[src/rtl/add_pipe_n.sv]
// ---------------------------------------------------------------------------
// add_pipe_n
//
// Pipelined WIDTH-bit adder/subtractor built from 4-bit ripple slices, one
// register stage per slice. Each pipeline stage carries the full operands
// forward (the input skew) and the nibbles already summed (the output
// deskew). All nibbles of one transaction therefore emerge together after
// STAGES cycles. A valid bit travels with every stage. A full output with
// no consumer stalls the whole pipe.
//
// Ports:
//   clk        rising-edge clock
//   rst        asynchronous active-high reset, clears every register
//   in_valid   operands presented this cycle
//   in_ready   block accepts operands this cycle (low only while stalled)
//   in_0       operand A
//   in_1       operand B
//   cin        carry-in (add) / borrow-in (subtract)
//   sub        0: A + B + cin, 1: A - B - cin
//   out_valid  result presented this cycle
//   out_ready  consumer accepts the result this cycle
//   out        sum / difference modulo 2^WIDTH
//   cout       carry out of the top bit (1 = no borrow when subtracting)
//   ovf        two's-complement signed overflow
// ---------------------------------------------------------------------------
module add_pipe_n #(
    parameter int WIDTH = 16
) (
    input  logic             clk,
    input  logic             rst,
    input  logic             in_valid,
    output logic             in_ready,
    input  logic [WIDTH-1:0] in_0,
    input  logic [WIDTH-1:0] in_1,
    input  logic             cin,
    input  logic             sub,
    output logic             out_valid,
    input  logic             out_ready,
    output logic [WIDTH-1:0] out,
    output logic             cout,
    output logic             ovf
);

    localparam int STAGES = WIDTH / 4;

    // Stage s holds the transaction after slice s has been evaluated.
    logic             valid_q [STAGES];
    logic             valid_d [STAGES];
    logic             carry_q [STAGES];
    logic             carry_d [STAGES];
    logic [WIDTH-1:0] a_q     [STAGES];
    logic [WIDTH-1:0] a_d     [STAGES];
    logic [WIDTH-1:0] b_q     [STAGES];
    logic [WIDTH-1:0] b_d     [STAGES];
    logic [WIDTH-1:0] sum_q   [STAGES];
    logic [WIDTH-1:0] sum_d   [STAGES];
    logic             ovf_q;
    logic             ovf_d;

    // Per-slice combinational result: {carry into bit 3, carry out, sum}.
    logic [5:0]       slice_res [STAGES];
    logic [WIDTH-1:0] b_cond;
    logic             c0;
    logic             stall;

    // 4-bit ripple slice. The carry into its top bit is returned as well so
    // the top slice can form the signed overflow flag.
    function automatic logic [5:0] slice_add(input logic [3:0] a,
                                             input logic [3:0] b,
                                             input logic       ci);
        logic [3:0] low;
        logic [4:0] full;
        low  = {1'b0, a[2:0]} + {1'b0, b[2:0]} + {3'b000, ci};
        full = {1'b0, a} + {1'b0, b} + {4'b0000, ci};
        return {low[3], full};
    endfunction

    // A waiting result that nobody takes freezes the entire pipe.
    assign stall     = valid_q[STAGES-1] & ~out_ready;
    assign in_ready  = ~stall;
    assign out_valid = valid_q[STAGES-1];
    assign out       = sum_q[STAGES-1];
    assign cout      = carry_q[STAGES-1];
    assign ovf       = ovf_q;

    // Subtraction is A + ~B + 1, with the borrow-in folded into the carry:
    // inverting cin turns "minus borrow" into "plus carry".
    always_comb begin
        b_cond       = in_1 ^ {WIDTH{sub}};
        c0           = cin ^ sub;
        slice_res[0] = slice_add(in_0[3:0], b_cond[3:0], c0);
        for (int s = 1; s < STAGES; s++) begin
            slice_res[s] = slice_add(a_q[s-1][4*s +: 4], b_q[s-1][4*s +: 4],
                                     carry_q[s-1]);
        end
    end

    // Next-state for every stage. Holding is the default, so a stall simply
    // skips the advance. A rejected or absent input enters as a bubble.
    always_comb begin
        for (int s = 0; s < STAGES; s++) begin
            valid_d[s] = valid_q[s];
            carry_d[s] = carry_q[s];
            a_d[s]     = a_q[s];
            b_d[s]     = b_q[s];
            sum_d[s]   = sum_q[s];
        end
        ovf_d = ovf_q;

        if (!stall) begin
            valid_d[0]      = in_valid;
            a_d[0]          = in_0;
            b_d[0]          = b_cond;
            carry_d[0]      = slice_res[0][4];
            sum_d[0]        = '0;
            sum_d[0][3:0]   = slice_res[0][3:0];
            for (int s = 1; s < STAGES; s++) begin
                valid_d[s]          = valid_q[s-1];
                a_d[s]              = a_q[s-1];
                b_d[s]              = b_q[s-1];
                carry_d[s]          = slice_res[s][4];
                sum_d[s]            = sum_q[s-1];
                sum_d[s][4*s +: 4]  = slice_res[s][3:0];
            end
            ovf_d = slice_res[STAGES-1][5] ^ slice_res[STAGES-1][4];
        end
    end

    // Reset discards everything in flight.
    always_ff @(posedge clk or posedge rst) begin
        if (rst) begin
            for (int s = 0; s < STAGES; s++) begin
                valid_q[s] <= 1'b0;
                carry_q[s] <= 1'b0;
                a_q[s]     <= '0;
                b_q[s]     <= '0;
                sum_q[s]   <= '0;
            end
            ovf_q <= 1'b0;
        end else begin
            for (int s = 0; s < STAGES; s++) begin
                valid_q[s] <= valid_d[s];
                carry_q[s] <= carry_d[s];
                a_q[s]     <= a_d[s];
                b_q[s]     <= b_d[s];
                sum_q[s]   <= sum_d[s];
            end
            ovf_q <= ovf_d;
        end
    end

endmodule

[config.mk]
export PLATFORM = sky130hd
export DESIGN_NAME = add_pipe_n
export DESIGN_NICKNAME = d
export VERILOG_FILES = /design/src/rtl/add_pipe_n.sv
export SDC_FILE = /design/constraint.sdc
export NUM_CORES = 1
export LEC_CHECK = 0
export ABC_AREA = 1
export CAP_MARGIN = 20
export CORE_UTILIZATION = 62
export CTS_BUF_LIST = sky130_fd_sc_hd__clkbuf_4 sky130_fd_sc_hd__clkbuf_8
export DETAILED_ROUTE_END_ITERATION = 7
export GPL_TIMING_DRIVEN = 0
export PLACE_DENSITY_LB_ADDON = 0.15
export SETUP_SLACK_MARGIN = 0.5
export SYNTH_ARGS = -nofsm -noshare
export SYNTH_HDL_FRONTEND = slang
export SYNTH_SLANG_ARGS = --single-unit
[constraint.sdc]
create_clock -name clk -period 5.3 [get_ports clk]
set_clock_uncertainty 0.2 [all_clocks]
set_input_delay 1.06 -clock clk [delete_from_list [all_inputs] [get_ports clk]]
set_output_delay 1.06 -clock clk [all_outputs]
set_load 0.005 [all_outputs]
[Word level (Yosys, flattened, before mapping)]
Index checks and enable logic that the tools add are counted.
Cells by class
  add/subtract/negate cells: 10
  bitwise gates (word level): 6
Operators with widths (number)
  4-bit by 4-bit adder with 5-bit output: 4
  5-bit by 1-bit adder with 5-bit output: 4
  16-bit XOR: 1
  3-bit by 3-bit adder with 4-bit output: 1
  4-bit by 1-bit adder with 4-bit output: 1
  1-bit NOT: 2
  1-bit XOR: 2
  1-bit bitwise AND: 1
Storage, ports and cells
  register bits: 145
  bits of input ports: 38
  output and inout port bits: 20
  word-level logic and storage cells: 35

[Longest topological paths before layout]
Gate-level depths: netlist of run 1.
  depth in word-level cells: 3
  mapped depth: 9
  gate-level depth less buffers: 9

[Least setup slack after synthesis of run 1]
OpenSTA, ideal clock, no wires.
  path kind: input to register
  start point: input port sub
  end point: register carry_q[3] (netlist bit)
  library setup time: 0.133 ns
  data arrival time: 2.628 ns
  data required time: 4.967 ns
  path slack: 2.339 ns
  stages: 9
  buffers on the path: 2
  cells stage by stage: buf_6 -> buf_8 -> xor2_1 -> fa_1 -> fa_1 -> nand2_1 -> inv_1 -> o21ai_0 -> a22oi_2
On the way
  cells in the longest elaborated chain, start to end: 3
  elaborated cells between the ends (all ways): 4
  those cells by class: add/sub: 2; bitwise: 2
Ends and longest elaborated chain
  start, declared: line 36  | input logic sub,
  16-bit XOR: line 89  | b_cond = in_1 ^ {WIDTH{sub}};
  4-bit by 4-bit adder with 5-bit output: line 74  | full = {1'b0, a} + {1'b0, b} + {4'b0000, ci};
  5-bit by 1-bit adder with 5-bit output (*): line 74
  end signal, assigned by index: line 143  | carry_q[s] <= carry_d[s];
  end, declared: line 49  | logic carry_q [STAGES];
Mark *: on every way between the ends. The rest lies on a longest branch, timed or not.
A chain may end at the register's enable or synchronous reset.

[Final worst setup path of run 1]
  start point: input port out_ready
  end point: output port in_ready
On the way
  cells in the longest elaborated chain, start to end: 3
Ends and longest elaborated chain
  start, declared: line 38  | input logic out_ready,
  1-bit NOT: line 79  | assign stall = valid_q[STAGES-1] & ~out_ready;
  1-bit bitwise AND: line 79
  1-bit NOT: line 80  | assign in_ready = ~stall;
  end, declared: line 32  | output logic in_ready,
No other way between the ends.

==> run summary, run 1 <==
Detail Route Antenna Nets = 0
ant diodes = 0
Synth Area in Adders = 0.0685
actual slew at the worst max-slew pin = 606 ps
Critical-path top delay cell = clkdlybuf4s50_1
post-cts gate resize count = 0
Design Power = 3010 uW
final worst path period share = 0.734
FMAX = 257 MHz
clock-pin slew on the worst setup and hold paths = 90 ps
top post-synthesis cells by count = 213 x nand2_1, 97 x dfrtp_1, 39 x o21ai_0
WHS Endpoint = out[6]
asr flop ratio synth = 1.00
ys flop type = dfrtp_1
non-filler cells, final = 668
Cell Rows = 30
worst r2r path cells = 8
clock root cell = clkbuf_8
Clock Sinks = 97
largest stage delay on the critical path = 540 ps
largest area contributor in the netlist = dfrtp_1
vias per cell = 5.09
vias in the first global route = 3384
die width = 87.5 um
main combinational cell family by area after synthesis = simple AND/OR/NAND/NOR gates
GRT Total Usage = 0.271
post-route setup TNS = 0 ps
WHS Path Cells = 2
CP Class = in2out
sequential fraction of the synthesis area = 0.536
Sw Ratio = 0.368
TritonCTS Buffers = 9
Die Y-Extent = 87.5 um
Setup-failing EPs final = 0
reg-to-reg setup timing slack = 3220 ps
delay-heaviest family, CP = buffers and inverters
count leader, synth = nand2_1
CP dominant cell by count = clkdlybuf4s50_1
CTS tree = done
Slew Viols, Final = 0
total length of routed wires = 9.17 mm
Pint = 1900 uW
antenna violations before repair = 0
combinational group share of total power = 0.422
hold path startpoint = sum_q[22]
post-CTS setup buffers = 0
Slew HR = 0.596
Initial Util = 0.652
drt pass-1 iters = 4
cell breakdown of the critical path = clkdlybuf4s50_1 -> nor2_4 -> inv_2 -> buf_6 -> buf_2 -> clkdlybuf4s50_1
Crit Reg-Reg Endpoint = ovf
top cells by area, synth = dfrtp_1 54%, nand2_1 18%, o21ai_0 4.3%
post-synthesis compound-gate area fraction = 0.0597
RD Place Congestion = 0.858
placed cells = 652
pwr dens = 553 nW/um2
Clock Latency Late Sink = 360 ps
clock power share = 0.163
critical path arrival = 2630 ps
die area = 7650 um2
total core area = 6940 um2
share of post-route cells with drive strength above 1 = 0.110
maximum vdd drop = 0.237 mV
CTS H-Tree Depth = 3
Congestion Overflow GR = 0
largest net degree at the start of global routing = 51
total of max-cap violations = 0
P&R area growth vs syn = 20.2%
post-synth cell types = 23
total number of vias = 3398
simple-gate share of the synthesized area = 0.210
outcome = completed
IO buf count = 56
Worst Path Max Fanout = 10
DR WL/cell = 13.7 um
Hold WC Path Type = reg2reg
I/O Pins = 58
Mapped Avg Cell Area = 9.08 um2
critical path endpoint category = primary output
FF-to-FF Start = carry_q[1]
first-pass GRT wire length = 15.6 mm
Iter 0 DRT Violations = 150
Hold Vio Cnt, Final = 0
Yosys warning total = 0
Worst setup SP type = input pin
cell count after synthesis = 499
Fill cells = 489
DRC = 0
XOR/XNOR share of the synthesized area = 0.0348
Post-synth EDFFs = 0
cell area after synthesis = 4530 um2
post-synth top area share = 0.536
Seq cells post-synth = 97
Worst EP required = 4040 ps
Post-Route Utilization = 0.784
nets = 625
min Tclk post-route = 3890 ps
Hold-fix buffers, CTS = 0
deepest clock path buffer count = 2
worst path buffer plus inverter count = 5
LEAKAGE = 0.00275 uW
unrepaired setup endpoints after global routing = false
DP HPWL = 6.57 mm
sw power = 1110 uW
Flop pwr share = 0.414
multiplexer share of the synthesized area = 0
post-synthesis net count = 557
## through the flow
stage,area [um2],setup slack [ps],hold WS [ps]
2_1_floorplan,4530,1510,240
3_3_place_gp,5210,236,250
3_5_place_dp,5240,1430,253
4_1_cts,5450,1410,277
5_1_grt,5450,1350,300
6_report,5450,1410,277
## worst max-delay path by stage
stage	from	to	slack, ps	cells after the start
6_report	out_ready	in_ready	1410	6
5_1_grt	out_ready	in_ready	1350	6
4_1_cts	out_ready	in_ready	1410	6
3_5_place_dp	out_ready	in_ready	1430	6
3_3_place_gp	rst	b_q[62]	240	2
2_1_floorplan	rst	a_q[28]	1510	1
## registers in the layout (all words and copies together) (netlist names)
register   count
a_q           24
sum_q         24
valid_q        3
out           16
b_q           24
ovf            1
cout           1
carry_q        3
out_valid      1
## power groups by stage
stage / registers (uW) / logic (uW) / clock network (uW)
3_5_place_dp: 1260 / 1260 / 0
5_1_grt: 1290 / 1440 / 525
4_1_cts: 1250 / 1280 / 492
3_3_place_gp: 1240 / 1190 / 0
2_1_floorplan: 1210 / 861 / 0
6_report: 1250 / 1270 / 491
## worst reg2reg max path, stage by stage, from the launching register on
cell     delay, ps
dfrtp_1        410
fa_1           500
fa_1           440
nand2_1        120
nand2_1         60
nand2_1         70
nand2_1         50
nand3_1         80
nand2_1         50
## placed cells by master (no fill, tap or decap)
master	count
nor2_1	12
buf_8	1
ha_1	12
or2_2	4
clkbuf_1	2
xor2_1	6
nand3_1	13
clkbuf_8	10
inv_1	28
bufinv_16	1
o21ai_1	6
buf_2	8
dfrtp_1	97
buf_16	1
clkinv_2	2
clkdlybuf4s50_1	56
inv_4	1
buf_4	21
xnor2_1	12
inv_2	1
a22oi_2	1
o22ai_2	1
buf_6	7
inv_6	1
nand3b_1	1
nand2_1	213
nor2_4	1
a21oi_1	4
clkinv_4	2
o21ai_0	39
fa_1	8
## layout make-up
| type | count | area (um2) | share of cell area |
|---|---|---|---|
| Sequential cell | 97 | 2430 | 0.446 |
| Multi-Input combinational cell | 333 | 1690 | 0.311 |
| Timing Repair Buffer | 57 | 588 | 0.108 |
| Buffer | 39 | 299 | 0.0549 |
| Clock buffer | 10 | 138 | 0.0253 |
| Tap cell | 96 | 120 | 0.0221 |
| Inverter | 30 | 115 | 0.0211 |
| Clock inverter | 6 | 66.3 | 0.0122 |
## layer usage
| layer | part of all wire | GRT usage | vias to the layer above | wire (um) |
|---|---|---|---|---|
| met4 | 0.024 | 0.127 | 0 | 219 |
| met2 | 0.49 | 0.452 | 104 | 4520 |
| met1 | 0.43 | 0.350 | 1607 | 3910 |
| met5 | 0 | 0 | - | 0 |
| li1 | - | - | 1669 | - |
| met3 | 0.056 | 0.0427 | 18 | 517 |
## logic make-up (layout without fill, tap and decap cells)
group,count (synthesis),after routing
AOI/OAI and AO/OA,51,51
xor gates and xnor gates,18,18
adders and majority gates,20,20
buffers and inverters,69,142
DFF,97,97
and+or+nand+nor,244,244
(Power assumes the default switching activity.)
==> run 2, diff against run 1 <==
CORE_UTILIZATION = 57   (was 62)
clock period = 3.9 ns   (was 5.3 ns; I/O delays follow)
==> run 2 against run 1 <==
Compared with the run above:
- final area is 1.1% higher
- flip-flop and latch count stayed put
- sequential share of layout area is 0.48 points lower
- via count is 0.35% lower
- combinational power is 35% higher
- clock power is 58% higher
- setup slack worse by 830 ps
- critical path type unchanged
- final cell count is 0.90% higher
- largest power group unchanged
- first-iteration DRC count is 0.67% lower
- wire length is 2.6% lower
==> run summary, run 2 (synthesis results as in run 1) <==
Pint = 2710 uW (was 1900 uW)
GRT Total Usage = 0.244 (was 0.271)
post-route setup TNS = 0 ps (unchanged)
post-CTS setup buffers = 0 (unchanged)
CTS H-Tree Depth = 3 (unchanged)
FMAX = 301 MHz
largest registers = a_q x24, b_q x24, sum_q x24 (unchanged)
I/O Pins = 58 (unchanged)
Design Power = 4180 uW (was 3010 uW)
outcome = completed (unchanged)
Clock Latency Late Sink = 360 ps (about the same)
Die Y-Extent = 91.2 um (was 87.5 um)
pwr dens = 760 nW/um2 (was 553 nW/um2)
Slew HR = 0.659 (was 0.596)
Congestion Overflow GR = 0 (unchanged)
multi-input logic area = 1690 um2 (unchanged)
clock-pin slew on the worst setup and hold paths = 80 ps (was 90 ps)
actual slew at the worst max-slew pin = 511 ps (was 606 ps)
PnR worst setup slack = 581 ps (was 1410 ps)
drt pass-1 iters = 5 (was 4)
largest net degree at the start of global routing = 42 (was 51)
Detail Route Antenna Nets = 0 (unchanged)
Fill cells = 630 (was 489)
Highest Signal Layer = met4 (unchanged)
Sw Ratio = 0.353 (was 0.368)
vias per cell = 5.02 (was 5.09)
most common cell after layout, fill and taps aside = nand2_1 (unchanged)
total of max-cap violations = 0 (unchanged)
unrepaired setup endpoints after global routing = false (unchanged)
Worst Path Max Fanout = 10 (unchanged)
clock power share = 0.185 (was 0.163)
Met2 Wirelength = 4.40 mm (was 4.52 mm)
Worst setup SP type = input pin (unchanged)
DR WL/cell = 13.2 um (was 13.7 um)
Initial Util = 0.589 (was 0.652)
die width = 91.2 um (was 87.5 um)
die area = 8310 um2 (was 7650 um2)
min Tclk post-route = 3320 ps
critical path arrival = 2340 ps (was 2630 ps)
final worst path period share = 0.851
Post-Route Utilization = 0.716 (was 0.784)
post-cts gate resize count = 0 (unchanged)
clock root cell = clkbuf_8 (unchanged)
nets = 626 (was 625)
sw power = 1480 uW (was 1110 uW)
total length of routed wires = 8.93 mm (was 9.17 mm)
IO buf count = 56 (unchanged)
P&R area growth vs syn = 21.5% (was 20.2%)
antenna violations before repair = 0 (unchanged)
deepest clock path buffer count = 2 (unchanged)
total number of vias = 3386 (was 3398)
CTS tree = done (unchanged)
first-pass GRT wire length = 15.7 mm (was 15.6 mm)
Hold-fix buffers, CTS = 0 (unchanged)
maximum vdd drop = 0.350 mV (was 0.237 mV)
Cell Rows = 32 (was 30)
ant diodes = 0 (unchanged)
total core area = 7690 um2 (was 6940 um2)
WL met1 = 3.91 mm (about the same)
share of post-route cells with drive strength above 1 = 0.110 (unchanged)
TritonCTS Buffers = 9 (unchanged)
worst slack, placed = 585 ps (was 1430 ps)
Worst EP required = 2920 ps (was 4040 ps)
Setup-failing EPs final = 0 (unchanged)
DRC = 0 (unchanged)
met3 wire len = 492 um (was 517 um)
DP HPWL = 6.37 mm (was 6.57 mm)
vias in the first global route = 3319 (was 3384)
RD Place Congestion = 0.824 (was 0.858)
Slew Viols, Final = 0 (unchanged)
LEAKAGE = 0.00277 uW (was 0.00275 uW)
sequential cell area = 2430 um2 (unchanged)
critical path endpoint category = primary output (unchanged)
Flop pwr share = 0.404 (was 0.414)
most frequent cells in the layout = 213 x nand2_1, 97 x dfrtp_1, 56 x clkdlybuf4s50_1, 39 x o21ai_0, 28 x inv_1 (unchanged)
Hold Vio Cnt, Final = 0 (unchanged)
Hold WC Path Type = reg2reg (unchanged)
combinational group share of total power = 0.410 (was 0.422)
CP Class = in2out (unchanged)
Clock Sinks = 97 (unchanged)
Iter 0 DRT Violations = 149 (was 150)
==> run 2: layer usage <==
layer	GRT usage	vias up
met5	0	-
met4	0.0767	0
met3	0.0419	14
met2	0.410	107
met1	0.326	1605
li1	-	1660
==> run 2: through the flow <==
step / hold WS (ps) / cell area [um2] / cells
final: 270 / 5500 / 674
after global routing: 293 / 5500 / 674
after CTS: 270 / 5500 / 674
after detailed placement: 250 / 5260 / 659
after global placement: 250 / 5220 / 657
after floorplan: 240 / 4530 / 499
==> run 2: power by group through the flow <==
stage / clock network [uW] / registers [uW] / logic (uW)
2_1_floorplan: 0 / 1650 / 1170
3_3_place_gp: 0 / 1690 / 1640
3_5_place_dp: 0 / 1710 / 1700
4_1_cts: 782 / 1690 / 1720
5_1_grt: 829 / 1750 / 1960
6_report: 776 / 1690 / 1720
==> run 2: path summary, 6_finish.rpt <==
kind / startpoint / end / slack, ps / depth (start not counted)
hold reg to reg: sum_q[22] / out[6] / 270 / 2
min in group asynchronous: rst / b_q[53] / 590 / 2
hold / removal: sum_q[22] / out[6] / 270 / 2
setup reg to reg: carry_q[1] / ovf / 1770 / 8
setup / recovery: out_ready / in_ready / 580 / 6
max in group asynchronous: rst / sum_q[26] / 2360 / 3
==> run 2: critical path: stages <==
cell	delay, ps
clkdlybuf4s50_1	500
nor2_4	60
inv_2	60
buf_6	140
buf_2	250
clkdlybuf4s50_1	540
==> run 2: cell type report <==
cell class,instances,area share
Buffer,39,0.0543
Clock buffer,10,0.0250
Clock inverter,5,0.0189
Inverter,30,0.0211
Multi-Input combinational cell,333,0.307
Sequential cell,97,0.441
Tap cell,102,0.0232
Timing Repair Buffer,58,0.109
